==> src/rtl/fetch_controller.sv <==
// Instruction fetch sequencer: drives the imem word address, queues {pc, inst}
// pairs in a small circular prefetch buffer and hands them to decode via valid/ready.
module fetch_controller #(
    parameter int                    ADDR_WIDTH = 8,
    parameter int                    DATA_WIDTH = 32,
    parameter logic [ADDR_WIDTH-1:0] RESET_PC   = '0,
    parameter int                    DEPTH      = 2
) (
    input  logic                  clk,
    input  logic                  rst_n,
    output logic [ADDR_WIDTH-1:0] imem_addr,
    input  logic [DATA_WIDTH-1:0] imem_inst,
    input  logic                  halt,
    input  logic                  redirect_valid,
    input  logic [ADDR_WIDTH-1:0] redirect_pc,
    output logic                  out_valid,
    input  logic                  out_ready,
    output logic [ADDR_WIDTH-1:0] out_pc,
    output logic [DATA_WIDTH-1:0] out_inst
);

    localparam int PTR_W = $clog2(DEPTH);
    localparam int CNT_W = $clog2(DEPTH + 1);
    localparam logic [CNT_W-1:0] FULL = CNT_W'(DEPTH);

    logic [ADDR_WIDTH-1:0] fetch_pc_q, fetch_pc_d;
    logic [PTR_W-1:0]      rd_ptr_q, rd_ptr_d;
    logic [PTR_W-1:0]      wr_ptr_q, wr_ptr_d;
    logic [CNT_W-1:0]      count_q, count_d;
    logic [ADDR_WIDTH-1:0] pc_buf_q [DEPTH];
    logic [ADDR_WIDTH-1:0] pc_buf_d [DEPTH];
    logic [DATA_WIDTH-1:0] inst_buf_q [DEPTH];
    logic [DATA_WIDTH-1:0] inst_buf_d [DEPTH];

    logic pop;
    logic push;

    always_comb begin
        pop  = (count_q != '0) && out_ready;
        // A pop frees a slot in the same edge, so a full buffer can still accept a fetch.
        push = !redirect_valid && !halt && ((count_q != FULL) || pop);

        fetch_pc_d = fetch_pc_q;
        rd_ptr_d   = rd_ptr_q;
        wr_ptr_d   = wr_ptr_q;
        count_d    = count_q;
        pc_buf_d   = pc_buf_q;
        inst_buf_d = inst_buf_q;

        if (redirect_valid) begin
            fetch_pc_d = redirect_pc;
            rd_ptr_d   = '0;
            wr_ptr_d   = '0;
            count_d    = '0;
        end else begin
            if (push) begin
                pc_buf_d[wr_ptr_q]   = fetch_pc_q;
                inst_buf_d[wr_ptr_q] = imem_inst;
                wr_ptr_d             = wr_ptr_q + 1'b1;
                fetch_pc_d           = fetch_pc_q + 1'b1;
            end
            if (pop) begin
                rd_ptr_d = rd_ptr_q + 1'b1;
            end
            count_d = count_q + CNT_W'(push) - CNT_W'(pop);
        end
    end

    always_ff @(posedge clk or negedge rst_n) begin
        if (!rst_n) begin
            fetch_pc_q <= RESET_PC;
            rd_ptr_q   <= '0;
            wr_ptr_q   <= '0;
            count_q    <= '0;
            pc_buf_q   <= '{default: '0};
            inst_buf_q <= '{default: '0};
        end else begin
            fetch_pc_q <= fetch_pc_d;
            rd_ptr_q   <= rd_ptr_d;
            wr_ptr_q   <= wr_ptr_d;
            count_q    <= count_d;
            pc_buf_q   <= pc_buf_d;
            inst_buf_q <= inst_buf_d;
        end
    end

    // Stale slots keep old data after a pop, so gate the head with out_valid.
    assign imem_addr = fetch_pc_q;
    assign out_valid = (count_q != '0);
    assign out_pc    = out_valid ? pc_buf_q[rd_ptr_q]   : '0;
    assign out_inst  = out_valid ? inst_buf_q[rd_ptr_q] : '0;

endmodule

==> config.mk <==
export PLATFORM = sky130hd
export DESIGN_NAME = fetch_controller
export DESIGN_NICKNAME = d
export VERILOG_FILES = /design/src/rtl/fetch_controller.sv
export SDC_FILE = /design/constraint.sdc
export NUM_CORES = 1
export LEC_CHECK = 0
export CORE_UTILIZATION = 51
export DETAILED_ROUTE_END_ITERATION = 8
export PLACE_DENSITY = 0.87
export SYNTH_ARGS = -nofsm -noshare
export SYNTH_HDL_FRONTEND = slang
export SYNTH_SLANG_ARGS = --single-unit
==> constraint.sdc <==
create_clock -name clk -period 2.5 [get_ports clk]
set_input_delay 0.5 -clock clk [delete_from_list [all_inputs] [get_ports clk]]
set_output_delay 0.5 -clock clk [all_outputs]
set_load 0.03 [all_outputs]
==> impl_summary.txt <==
----------------------------------------------------
[Global routing]
  Global-route wire length before repair ... 15.0 mm
  Gr usage total ... 21.9%
  Via count of the first global-routing pass ... 3015
  Pin count of the biggest net entering global routing ... 45
  Antenna violations before repair ... 0
  GRT Residual Overflow ... 0

[Synth]
  Post-synth EDFFs ... 0
  Proportion of synthesized chip area in sequential cells ... 51.8%
  Top_reg_cell synth ... dfrtp_1
  Mapped Area ... 0.00444 sq mm
  Netlist cell types ... 32
  Most repeated cell in the gate-level netlist after synthesis ... dfrtp_1
  Total of warnings raised by yosys ... 0
  Cell taking the most area after synthesis ... dfrtp_1
  Seq cells post-synth ... 92
  Yosys top cell area share ... 51.8%
  Synth Area per Inst ... 13.1 sq um
  Largest cells by area after synthesis ... dfrtp_1 (52%), mux2_4 (14%), mux2_2 (9.4%)
  Proportion of synthesized flip-flops having asynchronous set or reset ... 100%
  Synthesized instance count ... 338
  Top post-synthesis cells by count ... dfrtp_1 (92), nor2_1 (49), mux2_4 (40), mux2i_1 (40), mux2_2 (37)
  Synthesized netlist net count ... 386

[Timing]
  Final count of hold timing violations ... 0
  # setup viols final ... 0
  Crit share post-route ... 96.6%
  Clock period minus worst slack ... 2.41 ns
  RSZ-0062 raised after global routing ... false
  Layout Skew ... 0.00993 ns
  Max transition margin ... 62.9%
  Worst hold slack ... 0.134 ns
  Max-slew violation count ... 0
  Fin Setup TNS ... 0 ns
  Pin slew with the least headroom to its limit ... 0.557 ns
  Fmax ... 414 MHz

[CTS]
  TritonCTS clock tree ... done
  # clock sinks ... 92
  Clock-pin slew reported for the worst setup and hold paths after clock tree synthesis ... 0.08 ns
  H-tree depth ... 3
  Hold buffer count at cts ... 0
  Root buf cell ... clkbuf_8
  Max Root-Sink Buffers ... 2
  TritonCTS buffer count ... 9
  Clk_lat worst skew ... 0.35 ns

[Finish]
  Area grow syn2layout ... 30.6%
  Final cell count without fillers ... 544
  Final net count ... 484
  # diodes ... 0
  Fraction of final layout cells sized beyond drive strength 1 ... 25.7%

[Route]
  Final antenna-violating net count ... 0
  Total Routed Length ... 9.18 mm
  Routed wire length per instance ... 16.9 microns
  TritonRoute pass-1 iters ... 4
  DRC Markers ... 0
  Vias ... 2971
  Drt via density ... 5.46
  Initial drt markers ... 111

[Floorplan]
  I/O pin count ... 94
  Die ar. ... 0.00908 sq mm
  Horizontal die dimension ... 95.3 microns
  Overall die height ... 95.3 microns
  Effective utilization at floorplan ... 53.2%
  Core Rows ... 33
  Area inside the core boundary ... 0.00834 sq mm

[Place]
  Estimated wirelength of the detail-placed design ... 6.36 mm
  Count of input and output buffers ... 93
  Cells after DPL ... 529
  Placer congestion estimate ... 0.823

[Setup path]
  Setup Crit Path Kind ... flip-flop to output pin
  Arrival time of data at the critical path endpoint ... 1.91 ns
  Element type at the critical path start ... flip-flop
  Type of destination of the critical path ... output pin
  R2R Path Start ... count_q[1]$_DFF_PN0_
  Crit path required time ... 2.00 ns
  R2R Setup Slk ... 0.63 ns
  CP Max Fanout ... 9
  Worst-case reg-to-reg path depth ... 4
  Critical register-to-register path endpoint ... inst_buf_q[4]$_DFFE_PN0P_

[Power]
  Static power due to leakage ... 2.87 nW
  Power per unit of standard cell area ... 1130 mW/mm^2
  Peak VDD IR ... 0.605 mV

[Status]
  Outcome ... finished, final reports clean

[Min path]
  Classification of the worst-slack hold path ... input port to asynchronous set/reset pin

[Run]
  Max_cap viols ... 0

----------------------------------------------------
## through the flow
stage                     worst slack, ns  total power [mW]  area [sq um]  util [%]
after floorplan                     0.509              4.47          4440         -
after global placement              0.192              5.58          5560      66.7
after detailed placement            0.166              5.69          5560      66.7
after CTS                          0.0136              6.63          5740      68.8
after global routing              0.00937              6.91          5800      69.5
final                              0.0853              6.55          5800      69.5
## cell families after synthesis
| family | synth area share (%) |
|---|---|
| flip-flops | 51.8 |
| multiplexers | 32.7 |
| adder cells (fa/ha/maj) | 0.845 |
| buffers and inverters | 3.24 |
| AND/OR/NAND/NOR | 8.40 |
| AO/OA/AOI/OAI | 2.39 |
| XOR/XNOR | 0.592 |
## how the worst max path moves through the flow
stage	from	endpoint	slack, ns	depth (start not counted)
floorplan	rd_ptr_q$_DFFE_PN0P_	out_inst[13]	0.51	4
global placement	out_ready	inst_buf_q[19]$_DFFE_PN0P_	0.19	5
detailed placement	out_ready	inst_buf_q[7]$_DFFE_PN0P_	0.17	5
CTS	count_q[0]$_DFF_PN0_	out_inst[13]	0.01	4
global route	count_q[0]$_DFF_PN0_	out_inst[30]	0.009	4
finish	rd_ptr_q$_DFFE_PN0P_	out_inst[22]	0.09	4
## routing by layer
| layer | global-route usage (%) | routed length, microns | up-vias |
|---|---|---|---|
| met1 | 29.5 | 4110 | 1492 |
| li1 | - | - | 1395 |
| met5 | 0 | 0 | - |
| met3 | 3.59 | 391 | 9 |
| met4 | 8.33 | 119 | 0 |
| met2 | 35.4 | 4550 | 75 |
## layout by cell type (no fill, tap or decap), types with 3 or more instances in the layout
cell and instances:
a31oi_1 4, buf_12 4, buf_4 12, clkbuf_8 9, clkdlybuf4s50_1 67, dfrtp_1 91
dlymetal6s2s_1 23, ha_1 3, inv_1 6, mux2_1 3, mux2_2 37, mux2_4 40
mux2i_1 40, nand2_1 5, nand3_1 4, nor2_1 48, o21ai_0 3, o31ai_1 4
or4_1 6
## final cells by class
| type | count | area, sq um |
|---|---|---|
| tap | 105 | 131 |
| sequential | 92 | 2300 |
| clock inverter | 3 | 40.0 |
| inverter | 6 | 22.5 |
| clock buffer | 11 | 131 |
| timing repair buffer | 109 | 1160 |
| multi-input combinational | 218 | 2010 |
| fill | 612 | 2540 |
## report_power, final
part	switching [mW]	internal [mW]
logic	1.62	1.60
registers	0.363	2.03
clock network	0.481	0.449
total	2.46	4.08
## flip-flops by register name (all words and copies together) (netlist names)
register	count
inst_buf_q	64
pc_buf_q	16
imem_addr	8
count_q	2
rd_ptr_q	1
wr_ptr_q	1
## critical path, stage by stage (launching register included)
cell	delay (ns)
dfrtp_2	0.44
buf_4	0.20
mux2i_1	0.13
nor2_1	0.12
clkdlybuf4s50_1	0.68
## repair_timing
action | in CTS | in global routing
resized for setup | 2 | 24
cloned | 0 | 0
setup buffers | 1 | 0
endpoints found under the setup margin | 33 | 25
pin swaps | 0 | 0
No activity file was read; power rests on OpenSTA's default activity.
